### config.mk
export PLATFORM = sky130hd
export DESIGN_NAME = sd_sector_dma
export DESIGN_NICKNAME = d
export VERILOG_FILES = /design/src/rtl/sd_dma_pkg.sv /design/src/rtl/spi_byte_engine.sv /design/src/rtl/sd_sector_dma.sv
export SDC_FILE = /design/constraint.sdc
export NUM_CORES = 1
export LEC_CHECK = 0
export CORE_ASPECT_RATIO = 0.7
export CORE_MARGIN = 3
export CORE_UTILIZATION = 52
export CTS_BUF_LIST = sky130_fd_sc_hd__clkbuf_4
export DETAILED_ROUTE_END_ITERATION = 16
export PLACE_DENSITY = 0.77
export SETUP_SLACK_MARGIN = 0.3
export SYNTH_ARGS = -nofsm -noshare
export SYNTH_HDL_FRONTEND = slang
export SYNTH_SLANG_ARGS = --single-unit
### constraint.sdc
create_clock -name clk -period 7.8 [get_ports clk]
set_input_delay 0.78 -clock clk [delete_from_list [all_inputs] [get_ports clk]]
set_output_delay 0.78 -clock clk [all_outputs]
set_load 0.1 [all_outputs]
### src/rtl/sd_dma_pkg.sv
// sd_dma_pkg: register map, CTRL bit positions, FSM encoding and SD token constants
package sd_dma_pkg;

    localparam logic [2:0] REG_CTRL      = 3'd0;
    localparam logic [2:0] REG_COUNT_LO  = 3'd1;
    localparam logic [2:0] REG_COUNT_HI  = 3'd2;
    localparam logic [2:0] REG_OFFSET_LO = 3'd3;
    localparam logic [2:0] REG_OFFSET_HI = 3'd4;
    localparam logic [2:0] REG_SPIDATA   = 3'd5;
    localparam logic [2:0] REG_SPICS     = 3'd6;
    localparam logic [2:0] REG_TOKLIM    = 3'd7;

    localparam int CTRL_START = 0;
    localparam int CTRL_ABORT = 1;
    localparam int CTRL_ACK   = 2;
    localparam int CTRL_IEN   = 7;

    localparam logic [7:0] TOK_START = 8'hFE;
    localparam logic [7:0] TOK_IDLE  = 8'hFF;

    typedef enum logic [2:0] {
        ST_IDLE,
        ST_MANUAL,
        ST_POLL,
        ST_DATA,
        ST_CRC
    } state_t;

    // A zero count field selects the full range
    function automatic logic [9:0] byte_limit(input logic [8:0] n);
        return n == 9'd0 ? 10'd512 : {1'b0, n};
    endfunction

    function automatic logic [8:0] tok_limit(input logic [7:0] n);
        return n == 8'd0 ? 9'd256 : {1'b0, n};
    endfunction

endpackage

### src/rtl/spi_byte_engine.sv
// spi_byte_engine: mode-0 MSB-first SPI byte shifter with SCLK divider
module spi_byte_engine #(
    parameter int CLKDIV = 2
) (
    input  logic       clk,
    input  logic       rst,
    input  logic       abort,
    input  logic       start,
    input  logic [7:0] tx,
    input  logic       miso,
    output logic       sclk,
    output logic       mosi,
    output logic [7:0] rx,
    output logic       done
);
    logic       busy, tick;
    logic [7:0] tx_sh, div;
    logic [3:0] half;

    assign tick = busy && div == 8'(CLKDIV - 1);
    assign done = tick && half == 4'd15;
    assign mosi = busy ? tx_sh[7] : 1'b1;

    // A new byte may start in the same clk the previous one finishes
    always_ff @(posedge clk) begin
        if (rst || abort) begin
            busy  <= 1'b0;
            sclk  <= 1'b0;
            div   <= 8'd0;
            half  <= 4'd0;
            tx_sh <= 8'hFF;
            rx    <= 8'd0;
        end else if (start && (!busy || done)) begin
            busy  <= 1'b1;
            sclk  <= 1'b0;
            div   <= 8'd0;
            half  <= 4'd0;
            tx_sh <= tx;
        end else if (tick) begin
            div  <= 8'd0;
            half <= half + 4'd1;
            sclk <= ~sclk;
            if (!half[0]) rx <= {rx[6:0], miso};
            else tx_sh <= {tx_sh[6:0], 1'b1};
            if (done) busy <= 1'b0;
        end else if (busy) begin
            div <= div + 8'd1;
        end
    end

endmodule

### src/rtl/sd_sector_dma.sv
// sd_sector_dma: CPU-programmed SPI engine that polls for an SD data token and DMAs a sector into a buffer
module sd_sector_dma
    import sd_dma_pkg::*;
#(
    parameter int CLKDIV = 2
) (
    input  logic       clk,
    input  logic       rst,
    input  logic [2:0] reg_a,
    input  logic [7:0] reg_d_in,
    output logic [7:0] reg_d_out,
    input  logic       reg_cs,
    input  logic       reg_we,
    output logic       spi_sclk,
    output logic       spi_mosi,
    output logic       spi_cs_n,
    input  logic       spi_miso,
    output logic [9:0] buf_a,
    output logic [7:0] buf_d,
    output logic       buf_cs,
    output logic       buf_we,
    output logic       irq
);
    state_t     state, state_nx;
    logic       ien, done, terr, kerr, spics, busy;
    logic [8:0] count, offset, cnt_l, off_l, poll, buf_lo;
    logic [7:0] spidata, toklim, eng_tx, eng_rx;
    logic [9:0] idx;
    logic       wr, start, abort, ack, poll_last, data_last;
    logic       eng_start, eng_done, buf_wr, set_done, set_terr, set_kerr, start_ok;

    assign wr        = reg_cs & reg_we;
    assign start     = wr && reg_a == REG_CTRL && reg_d_in[CTRL_START];
    assign abort     = wr && reg_a == REG_CTRL && reg_d_in[CTRL_ABORT];
    assign ack       = wr && reg_a == REG_CTRL && reg_d_in[CTRL_ACK];
    assign poll_last = poll + 9'd1 == tok_limit(toklim);
    assign data_last = idx + 10'd1 == byte_limit(cnt_l);
    assign busy      = state != ST_IDLE;
    assign buf_a     = {1'b1, buf_lo};
    assign buf_cs    = buf_we;
    assign spi_cs_n  = ~spics;
    assign irq       = ien & (done | terr | kerr);

    spi_byte_engine #(.CLKDIV(CLKDIV)) u_eng (
        .clk  (clk),
        .rst  (rst),
        .abort(abort),
        .start(eng_start),
        .tx   (eng_tx),
        .miso (spi_miso),
        .sclk (spi_sclk),
        .mosi (spi_mosi),
        .rx   (eng_rx),
        .done (eng_done)
    );

    always_ff @(posedge clk) begin
        if (rst) state <= ST_IDLE;
        else state <= state_nx;
    end

    always_comb begin
        state_nx = state;
        if (abort) state_nx = ST_IDLE;
        else begin
            case (state)
                ST_IDLE:   state_nx = start ? ST_POLL : (wr && reg_a == REG_SPIDATA) ? ST_MANUAL : ST_IDLE;
                ST_MANUAL: state_nx = eng_done ? ST_IDLE : ST_MANUAL;
                ST_POLL:   state_nx = !eng_done ? ST_POLL : eng_rx == TOK_START ? ST_DATA :
                                      (eng_rx == TOK_IDLE && !poll_last) ? ST_POLL : ST_IDLE;
                ST_DATA:   state_nx = (eng_done && data_last) ? ST_CRC : ST_DATA;
                ST_CRC:    state_nx = (eng_done && idx[0]) ? ST_IDLE : ST_CRC;
                default:   state_nx = ST_IDLE;
            endcase
        end
    end

    // Bytes run back to back: the next one starts in the clk the previous one completes
    always_comb begin
        start_ok  = state == ST_IDLE && start && !abort;
        eng_start = !abort && state_nx != ST_IDLE && (state == ST_IDLE || eng_done);
        eng_tx    = state_nx == ST_MANUAL ? reg_d_in : TOK_IDLE;
        buf_wr    = !abort && state == ST_DATA && eng_done;
        set_done  = !abort && state == ST_CRC && eng_done && idx[0];
        set_terr  = !abort && state == ST_POLL && eng_done && eng_rx == TOK_IDLE && poll_last;
        set_kerr  = !abort && state == ST_POLL && eng_done && eng_rx != TOK_IDLE && eng_rx != TOK_START;
    end

    always_ff @(posedge clk) begin
        if (rst) begin
            ien     <= 1'b0;
            done    <= 1'b0;
            terr    <= 1'b0;
            kerr    <= 1'b0;
            spics   <= 1'b0;
            count   <= 9'd0;
            offset  <= 9'd0;
            cnt_l   <= 9'd0;
            off_l   <= 9'd0;
            poll    <= 9'd0;
            idx     <= 10'd0;
            toklim  <= 8'd0;
            spidata <= 8'd0;
            buf_we  <= 1'b0;
            buf_d   <= 8'd0;
            buf_lo  <= 9'd0;
        end else begin
            if (wr) begin
                case (reg_a)
                    REG_CTRL:      ien         <= reg_d_in[CTRL_IEN];
                    REG_COUNT_LO:  count[7:0]  <= reg_d_in;
                    REG_COUNT_HI:  count[8]    <= reg_d_in[0];
                    REG_OFFSET_LO: offset[7:0] <= reg_d_in;
                    REG_OFFSET_HI: offset[8]   <= reg_d_in[0];
                    REG_SPICS:     spics       <= reg_d_in[0];
                    REG_TOKLIM:    toklim      <= reg_d_in;
                    default:       ;
                endcase
            end
            done <= set_done | (done & ~(ack | start_ok));
            terr <= set_terr | (terr & ~(ack | start_ok));
            kerr <= set_kerr | (kerr & ~(ack | start_ok));
            if (start_ok) begin
                cnt_l <= count;
                off_l <= offset;
                poll  <= 9'd0;
                idx   <= 10'd0;
            end
            if (!abort && state == ST_MANUAL && eng_done) spidata <= eng_rx;
            if (state == ST_POLL && eng_done && state_nx == ST_POLL) poll <= poll + 9'd1;
            if (buf_wr) idx <= data_last ? 10'd0 : idx + 10'd1;
            if (state == ST_CRC && eng_done) idx <= idx + 10'd1;
            buf_we <= buf_wr;
            if (buf_wr) begin
                buf_d  <= eng_rx;
                buf_lo <= off_l + idx[8:0];
            end
        end
    end

    always_comb begin
        reg_d_out = 8'd0;
        case (reg_a)
            REG_CTRL:      reg_d_out = {ien, 3'b000, kerr, terr, done, busy};
            REG_COUNT_LO:  reg_d_out = count[7:0];
            REG_COUNT_HI:  reg_d_out = {7'd0, count[8]};
            REG_OFFSET_LO: reg_d_out = offset[7:0];
            REG_OFFSET_HI: reg_d_out = {7'd0, offset[8]};
            REG_SPIDATA:   reg_d_out = spidata;
            REG_SPICS:     reg_d_out = {7'd0, spics};
            REG_TOKLIM:    reg_d_out = toklim;
            default:       reg_d_out = 8'd0;
        endcase
    end

endmodule
==> impl_results.md <==
* Status: finished clean
* Crit path DAT at 3590 ps
* Clk sinks at 127
* Crit path kind: primary input to output pin
* Largest net degree at the start of global routing at 88
* Wire per inst at 17.70 um
* Total nets after synthesis at 761
* Vias per cell at 5.941
* Global-route wire length before repair at 26250 um
* CP Capture Type: output pin
* Synth Instances at 731
* TritonCTS buffer count at 17
* Worst slew pin tran at 1100 ps
* Overall routing resource usage at 0.2496
* Core Region at 0.01141 mm2
* Post-Layout Cell Count at 918
* Root Driver: clkbuf_4
* Leak at 2.513 nW
* Post-DP Area at 0.006756 mm2
* Antenna diodes at 0
* Synth async-reset ratio at 0
* Pwr Total at 1.168 mW
* Maximum VDD drop at 94.93 uV
* Period minus WS final at 4371 ps
* Number of H-tree levels at 4
* Layout cells sized above 1 at 0.08105
* Clock Skew at 16.31 ps
* RSZ-0062 raised after global routing: false
* Leading cell type in the layout, fill and taps excluded: dfxtp_1
* Clock Latency Late Sink at 540 ps
* P&R area growth vs syn at 11.99%
* Max Cap Violations at 0
* Crit-path max FO at 14
* Cts-stage hold buffer count at 0
* Most frequent cells in the layout: dfxtp_1 (127), nand2_1 (118), nor2_1 (73), a21oi_1 (50)
* HPWL after detailed placement at 11820 um
* I/O pins at 48
* Synthesized cell area at 0.006284 mm2
* Post-route cell area at 0.007037 mm2
* Final GP Congestion at 0.9193
* Slew headroom at 0.2571
* Grt ovf at 0
* Fin. max-slew vios at 0
* Maximum root-to-sink buffer count at 2
* Cell row count at 32
* Number of enable flip-flop cells after synthesis at 0
* Vias in the first global route at 5101
* Initial Util at 0.5507
* Cells after DPL at 886
* Final hold viol count at 0
* Final net count at 782
* Die Height at 97.97 um
* Syn avg cell area at 8.596 um2
* Pwr dens at 166.0 mW/mm2
* WP data required at 7020 ps
* YS warnings at 0
* Min-Delay Path Class: flop to flop
* Drt total wl at 16250 um
* I/O Buffers at 46
* Setup TNS Final at 0 ps
* Initial antenna violation count at 0
* Predominant post-synthesis flop cell: dfxtp_1
* Seq/Total Area, Yosys at 0.4046
* Period utilisation layout at 0.5604
* Die Area at 0.01346 mm2
* ANT nets after route at 0
* Clock transition at path regs at 120 ps
* Drt drc at 0
* CTS tree: yes
* Fmax at 228.8 MHz
* Post_cts resized at 0
* Final Setup Violations at 0
* Pre-antenna DRT Iters at 5
* Iter 0 DRT Violations at 517
* Setup bufs post-CTS at 0
* FF+latch count, synth at 127
* Die Wd at 137.4 um
* Crit start category: primary input
* Unique masters post-synth at 65
* Setup slack, reg-to-reg at 4000 ps
* Total number of vias at 5454
## cell families (layout without fill, tap and decap cells)
kind of cell               after synthesis  count (layout)  share of synthesized area
adders and majority gates               14              14                    0.02907
xor gates and xnor gates                33              33                    0.05058
other                                    1               1                  0.0005968
DFF                                    127             127                     0.4046
buffers and inverters                   64              98                    0.04082
AOI/OAI and AO/OA                      122             122                     0.1239
muxes                                   63              63                     0.1201
and+or+nand+nor                        307             307                     0.2304
## path summary, 6_finish.rpt
kind	start	endpoint	depth (start not counted)
min reg2reg	buf_lo[6]	buf_lo[6]	2
max reg2reg	idx[0]	poll[4]	9
max	reg_a[2]	reg_d_out[2]	5
min	buf_lo[6]	buf_lo[6]	2
## worst max-delay path, cell delays in order
cell and delay [ps]:
clkdlybuf4s50_1 940, mux4_2 580, nand2_1 70, o21ai_0 170, clkdlybuf4s50_1 1040
## per-layer routing
layer | GRT usage | wire, um | vias up | share of wire
met5 | 0 | 0 | - | 0
met4 | 0.08436 | 214 | 0 | 0.013
met3 | 0.07570 | 1578 | 22 | 0.097
met2 | 0.3422 | 6632 | 231 | 0.41
met1 | 0.3711 | 7822 | 2592 | 0.48
li1 | - | - | 2609 | -
## synthesized netlist by cell type (3+ instances only)
master	n	area, um2
nor4_1	5	31.28
nor4b_1	4	35.03
a21o_1	10	75.07
nor2b_1	4	25.02
nand4_1	9	56.30
a21oi_1	50	250.2
nor3b_1	4	30.03
and3_1	6	37.54
nand2b_1	7	43.79
buf_1	3	11.26
o22a_1	6	52.55
mux2_2	9	101.4
ha_1	13	162.7
or3_1	6	37.54
and4_1	3	26.28
nand2_1	118	442.9
mux2i_1	45	450.4
dfxtp_1	127	2542
nand3b_1	9	67.56
and2_1	5	31.28
or4_1	3	22.52
mux4_2	9	202.7
o21ai_0	20	100.1
nor2_1	73	274.0
inv_1	18	67.56
xnor2_1	15	131.4
a31oi_1	8	50.05
clkbuf_1	39	146.4
xor2_1	16	140.1
nand3_1	24	120.1
nor3_1	19	95.09
## metrics by stage
step                hold slack [ps]    util  setup WS (ps)
floorplan                     438.4       -           3584
global placement              439.6  0.5921           3482
detailed placement            449.8  0.5921           3375
CTS                           467.1  0.6167           3446
global route                  486.2  0.6167           3267
finish                        465.5  0.6167           3429
## where the power goes
part / total [mW] / internal, mW / leakage (nW) / switching, mW
clock network: 0.451 / 0.192 / 0.144 / 0.259
logic: 0.0589 / 0.0210 / 1.35 / 0.0379
registers: 0.658 / 0.652 / 1.02 / 0.00520
total: 1.17 / 0.866 / 2.51 / 0.302
## state kept, by name, summed over array words and instances, names as in the netlist, 3 cells and up
register,count
idx,10
offset,9
u_eng.rx,8
off_l,9
poll,9
u_eng.div,8
buf_lo,9
state,3
count,9
u_eng.half,4
u_eng.tx_sh,8
spidata,8
toklim,8
buf_d,8
cnt_l,9
## cell type report
cell class / instances / area (um2)
Tap cell: 153 / 191.4
Inverter: 18 / 67.56
Multi-Input combinational cell: 540 / 3485
Clock inverter: 14 / 145.1
Sequential cell: 127 / 2542
Timing Repair Buffer: 48 / 470.5
Clock buffer: 18 / 135.1
Fill cell: 984 / 4374
(Power assumes the default switching activity.)
